<file path="config.mk">
export PLATFORM = sky130hd
export DESIGN_NAME = bg_parallax_starfield
export DESIGN_NICKNAME = d
export VERILOG_FILES = /design/src/rtl/bg_parallax_starfield.sv
export SDC_FILE = /design/constraint.sdc
export NUM_CORES = 1
export LEC_CHECK = 0
export BUFFER_PORTS_ARGS = -buffer_cell sky130_fd_sc_hd__buf_2
export CAP_MARGIN = 25
export CORE_MARGIN = 10
export CORE_UTILIZATION = 40
export CTS_BUF_LIST = sky130_fd_sc_hd__clkbuf_2 sky130_fd_sc_hd__clkbuf_4 sky130_fd_sc_hd__clkbuf_8
export DETAILED_ROUTE_END_ITERATION = 8
export HOLD_SLACK_MARGIN = 0.1
export PLACE_DENSITY = 0.65
export REMOVE_ABC_BUFFERS = 1
export SLEW_MARGIN = 20
export SYNTH_ARGS = -nofsm -noshare
export SYNTH_HDL_FRONTEND = slang
export SYNTH_SLANG_ARGS = --single-unit
</file>
<file path="constraint.sdc">
create_clock -name clk -period 4.8 [get_ports clk]
set_clock_uncertainty 0.05 [all_clocks]
set_input_delay 0.96 -clock clk [delete_from_list [all_inputs] [get_ports clk]]
set_output_delay 0.96 -clock clk [all_outputs]
set_load 0.03 [all_outputs]
</file>
<file path="src/rtl/bg_parallax_starfield.sv">
// Two-layer parallax starfield background over a two-band sky, for the bg2 slot of the colour mux.
// Latency: one cycle; the RGB at cycle n+1 reflects pix_x/pix_y/video_active/bg_en at cycle n.
// Backpressure: none; the block is free-running and produces one pixel every clock.
//
// Ports:
//   clk, rst_n        pixel clock and asynchronous active-low reset
//   bg_en             layer enable; when low, the output is black and the scroll/twinkle state is frozen
//   video_active      visible-area flag; when low, the output is black
//   pix_x, pix_y      current pixel column and row (10 bit)
//   vsync             positive-polarity vertical sync; its rising edge advances the frame
//   R, G, B           2-bit colour channels to the layer-select mux
module bg_parallax_starfield #(
  parameter logic [5:0]  SEED_NEAR = 6'h15,
  parameter logic [5:0]  SEED_FAR  = 6'h2A,
  parameter logic [15:0] LFSR_SEED = 16'hACE1,
  parameter logic [9:0]  SKY_SPLIT = 10'd384
) (
  input  logic       clk,
  input  logic       rst_n,
  input  logic       bg_en,
  input  logic       video_active,
  input  logic [9:0] pix_x,
  input  logic [9:0] pix_y,
  input  logic       vsync,
  output logic [1:0] R,
  output logic [1:0] G,
  output logic [1:0] B
);

  logic        vsync_q;
  logic [9:0]  frame_cnt_q, frame_cnt_d;
  logic [15:0] lfsr_q, lfsr_d;
  logic [5:0]  rgb_q, rgb_d;

  logic        frame_tick;
  logic [9:0]  off_near;
  logic [9:0]  sx_near, sx_far;
  logic [5:0]  cy_swz;
  logic [5:0]  key_near, key_far;
  logic        hit_near, hit_far;

  // Advance only while enabled; a disabled layer freezes and resumes without catching up.
  assign frame_tick = vsync & ~vsync_q & bg_en;

  always_comb begin
    frame_cnt_d = frame_cnt_q;
    lfsr_d      = lfsr_q;
    if (frame_tick) begin
      frame_cnt_d = frame_cnt_q + 10'd1;
      lfsr_d      = {1'b0, lfsr_q[15:1]} ^ (lfsr_q[0] ? 16'hB400 : 16'h0000);
    end
  end

  // The near layer scrolls twice as fast; the shift drops the top bit so it wraps mod 1024.
  assign off_near = {frame_cnt_q[8:0], 1'b0};
  assign sx_near  = pix_x + off_near;
  assign sx_far   = pix_x + frame_cnt_q;

  // Row-cell index with its halves swapped, so the hash does not repeat down the screen
  // with the same period as across it.
  assign cy_swz   = {pix_y[6:4], pix_y[9:7]};
  assign key_near = sx_near[9:4] ^ cy_swz ^ SEED_NEAR;
  assign key_far  = sx_far[9:4]  ^ cy_swz ^ SEED_FAR;

  // One cell in eight carries a star; its position inside the 16x16 cell comes from the
  // low key bits (column 4..11, row 7..0).
  assign hit_near = (key_near[5:3] == 3'd0) &&
                    (sx_near[3:0] == ({1'b0, key_near[2:0]} + 4'd4)) &&
                    (pix_y[3:0]   == {1'b0, ~key_near[2:0]});
  assign hit_far  = (key_far[5:3] == 3'd0) &&
                    (sx_far[3:0]  == ({1'b0, key_far[2:0]} + 4'd4)) &&
                    (pix_y[3:0]   == {1'b0, ~key_far[2:0]});

  // Colour uses the pre-update frame count/LFSR, even on a frame_tick cycle.
  always_comb begin
    rgb_d = 6'b00_00_00;
    if (bg_en && video_active) begin
      if (hit_near) begin
        rgb_d = 6'b11_11_11;
      end else if (hit_far) begin
        // Twinkle: per-frame LFSR bit mixed with the cell key so neighbouring stars differ.
        rgb_d = (lfsr_q[0] ^ key_far[0]) ? 6'b01_01_01 : 6'b10_10_10;
      end else if (pix_y < SKY_SPLIT) begin
        rgb_d = 6'b00_00_01;
      end
    end
  end

  always_ff @(posedge clk or negedge rst_n) begin
    if (!rst_n) begin
      vsync_q     <= 1'b0;
      frame_cnt_q <= 10'd0;
      lfsr_q      <= LFSR_SEED;
      rgb_q       <= 6'b00_00_00;
    end else begin
      vsync_q     <= vsync;
      frame_cnt_q <= frame_cnt_d;
      lfsr_q      <= lfsr_d;
      rgb_q       <= rgb_d;
    end
  end

  assign R = rgb_q[5:4];
  assign G = rgb_q[3:2];
  assign B = rgb_q[1:0];

endmodule
</file>
==> impl_metrics.csv <==
group,metric,value,unit
drt,met2_length,2110,microns
global_route,grt.total_usage,0.110,
cells_and_area,drive_gt1_frac,0.186,
timing,layout_min_cycle_time,3590,ps
floorplan,start_util,0.415,
floorplan,die_width,93.3,microns
setup_path,crit_type,"in -> reg",
cells_and_area,postLayoutCoreUtil,0.472,
global_route,grt_pass1_vias,1749,
synth,synth_edf_count,0,
setup_path,cp-start-kind,"primary input",
worst_hold_path,hold_path_class,"reg -> reg",
setup_path,worstPathArrival,3760,ps
synth,synth_top_area_share,0.256,
cells_and_area,num-fill-cells,529,
floorplan,io_pins,31,
clock_network,h-tree-depth,2,
power,power_switching,393,uW
global_route,overflow,0,
clock_network,hold_buffers,0,
placed_design,gp_congestion,0.770,
global_route,antenna_found_initial,0,
synth,synthTopCellsByArea,"dfrtp_1 (26%), xnor2_1 (12%), ha_1 (10%)",
power,clockPowerShare,0.207,
power,powerDensity,421,nW/um^2
timing,period_share,0.749,
synth,synthDistinctLibCells,37,
clock_network,cts_resized,0,
timing,finalSetupTns,0,ps
drt,vias_per_cell,5.10,
clock_network,cts_tree,"yes",
power,p_comb_frac,0.453,
synth,syn_area,2150,sq um
drt,met3WireLength,229,microns
cells_and_area,diodes,0,
cells_and_area,multi_input_area,1330,sq um
timing,fmax,278,MHz
timing,worst_pin_slew,783,ps
status,outcome,"complete, no violations",
power,swShare,0.382,
clock_network,post-cts-setup-buffers,0,
flow_run,cap_violations,0,
floorplan,fp.dieH,93.3,microns
clock_network,numCtsBuffers,5,
placed_design,port_buffers,30,
drt,vias,1728,
clock_network,root_buffer,"clkbuf_8",
clock_network,clock_sinks,30,
placed_design,dp_cells,331,
clock_network,worstSkewPairLatency,290,ps
synth,syn_inst,239,
timing,grt_setup_unrepaired,"no",
timing,slew_headroom,0.477,
drt,drtIter0Drc,36,
synth,async_reset_ff_frac,1.00,
synth,synth_seq_cells,30,
cells_and_area,instances_no_fill,339,
synth,synth_top_cell_by_area,"dfrtp_1",
drt,top_layer_used,"met4",
synth,syn-mean-instance-area,8.99,sq um
clock_network,clkTransAtPathRegs,60,ps
setup_path,end_kind,"flip-flop",
drt,drc,0,
power,ir_drop,0.211,mV
floorplan,die-area,8700,sq um
power,total_leakage_power,1.14,nW
cells_and_area,nets,313,
power,p_int,635,uW
cells_and_area,layout.area.seq,761,sq um
floorplan,rows,26,
cells_and_area,syn_to_final_growth,13.6,%
synth,synth_flop_cell,"dfrtp_1",
drt,m1WireLength,2130,microns
clock_network,ctsLongestPathBuffers,2,
drt,first_pass_iters,4,
drt,wl_per_cell,13.5,microns
synth,synth_common_cells,"nand2_1 (52), xnor2_1 (30), dfrtp_1 (22)",
floorplan,core,5170,sq um
drt,drt_wl_total,4590,microns
synth,yosys_warnings,0,
power,seqPwrFrac,0.340,
synth,synth_most_common_cell,"nand2_1",
global_route,grt_max_degree,31,
placed_design,hpwlAfterDp,3690,microns
global_route,grt_pass1_wl,7760,microns
drt,final_antenna_net_count,0,
timing,slew_viol_final,0,
timing,setup_viol,0,
setup_path,critical_path.max_fanout,3,
synth,yosysSeqAreaShare,0.354,
setup_path,required,4970,ps
timing,finalHoldViolations,0,
[final cells by class]
| class | instances | area share |
|---|---|---|
| clock inverter | 1 | 0.00205 |
| inverter | 4 | 0.00615 |
| sequential | 30 | 0.312 |
| tap | 70 | 0.0359 |
| clock buffer | 7 | 0.0369 |
| timing repair buffer | 30 | 0.0615 |
| multi-input combinational | 197 | 0.546 |
[power groups by stage]
stage / clock network, mW / logic, mW / registers, mW
6_report: 0.212 / 0.466 / 0.349
5_1_grt: 0.232 / 0.536 / 0.356
4_1_cts: 0.219 / 0.474 / 0.350
3_5_place_dp: 0 / 0.471 / 0.354
3_3_place_gp: 0 / 0.463 / 0.352
2_1_floorplan: 0 / 0.374 / 0.337
[per-layer routing]
layer,up-vias,GRT usage
met5,-,0
met4,0,0.0578
met3,10,0.0288
met2,37,0.186
met1,799,0.125
li1,882,-
[cells in the final DEF, fill, tap and decap left out, types with 5 or more instances in the layout]
master,netlist,final
a21oi_1,9,9
buf_2,0,30
clkbuf_8,0,6
dfrtp_1,22,22
dfstp_2,8,8
ha_1,18,18
nand2_1,52,52
nand3_1,11,11
nor2_1,14,14
nor3_1,5,5
o21ai_0,8,8
xnor2_1,30,30
xor2_1,11,11
[state kept, by name, indices dropped and copies added (netlist names)]
name         cells
lfsr_q          16
frame_cnt_q     10
rgb_q            3
vsync_q          1
[critical path: stages]
cell      delay, ps
buf_2           110
ha_1            210
fa_1            410
a211oi_2        300
o21ai_1         130
a21oi_2         160
xnor2_1         100
or4_1           500
a2111o_1        450
o31a_1          300
a21oi_1         140
[metrics by stage]
step           setup WS (ps)  hold WS, ps  instance area, sq um  power (mW)
2_1_floorplan           1160          385                  2110       0.711
3_3_place_gp             925          396                  2340       0.816
3_5_place_dp             915          401                  2340       0.825
4_1_cts                 1210          409                  2440        1.04
5_1_grt                 1040          429                  2440        1.12
6_report                1210          406                  2440        1.03
[logic make-up after synthesis]
logic type,synth area share
AND/OR/NAND/NOR,0.200
flip-flops,0.354
XOR/XNOR,0.167
adder cells (fa/ha/maj),0.123
AO/OA/AOI/OAI,0.115
multiplexers,0.0140
buffers and inverters,0.0262
[path summary, 6_finish.rpt]
path                           startpoint             end  slack [ps]  cells past startpoint
min in group asynchronous           rst_n         vsync_q         650                      1
setup reg to reg           frame_cnt_q[0]        rgb_q[0]        1520                     10
setup / recovery                 pix_x[0]        rgb_q[0]        1210                     11
max in group asynchronous           rst_n  frame_cnt_q[2]        3630                      1
hold reg to reg                 lfsr_q[7]       lfsr_q[6]         410                      2
hold / removal                  lfsr_q[7]       lfsr_q[6]         410                      2
Power figures use the tool's default switching activity.
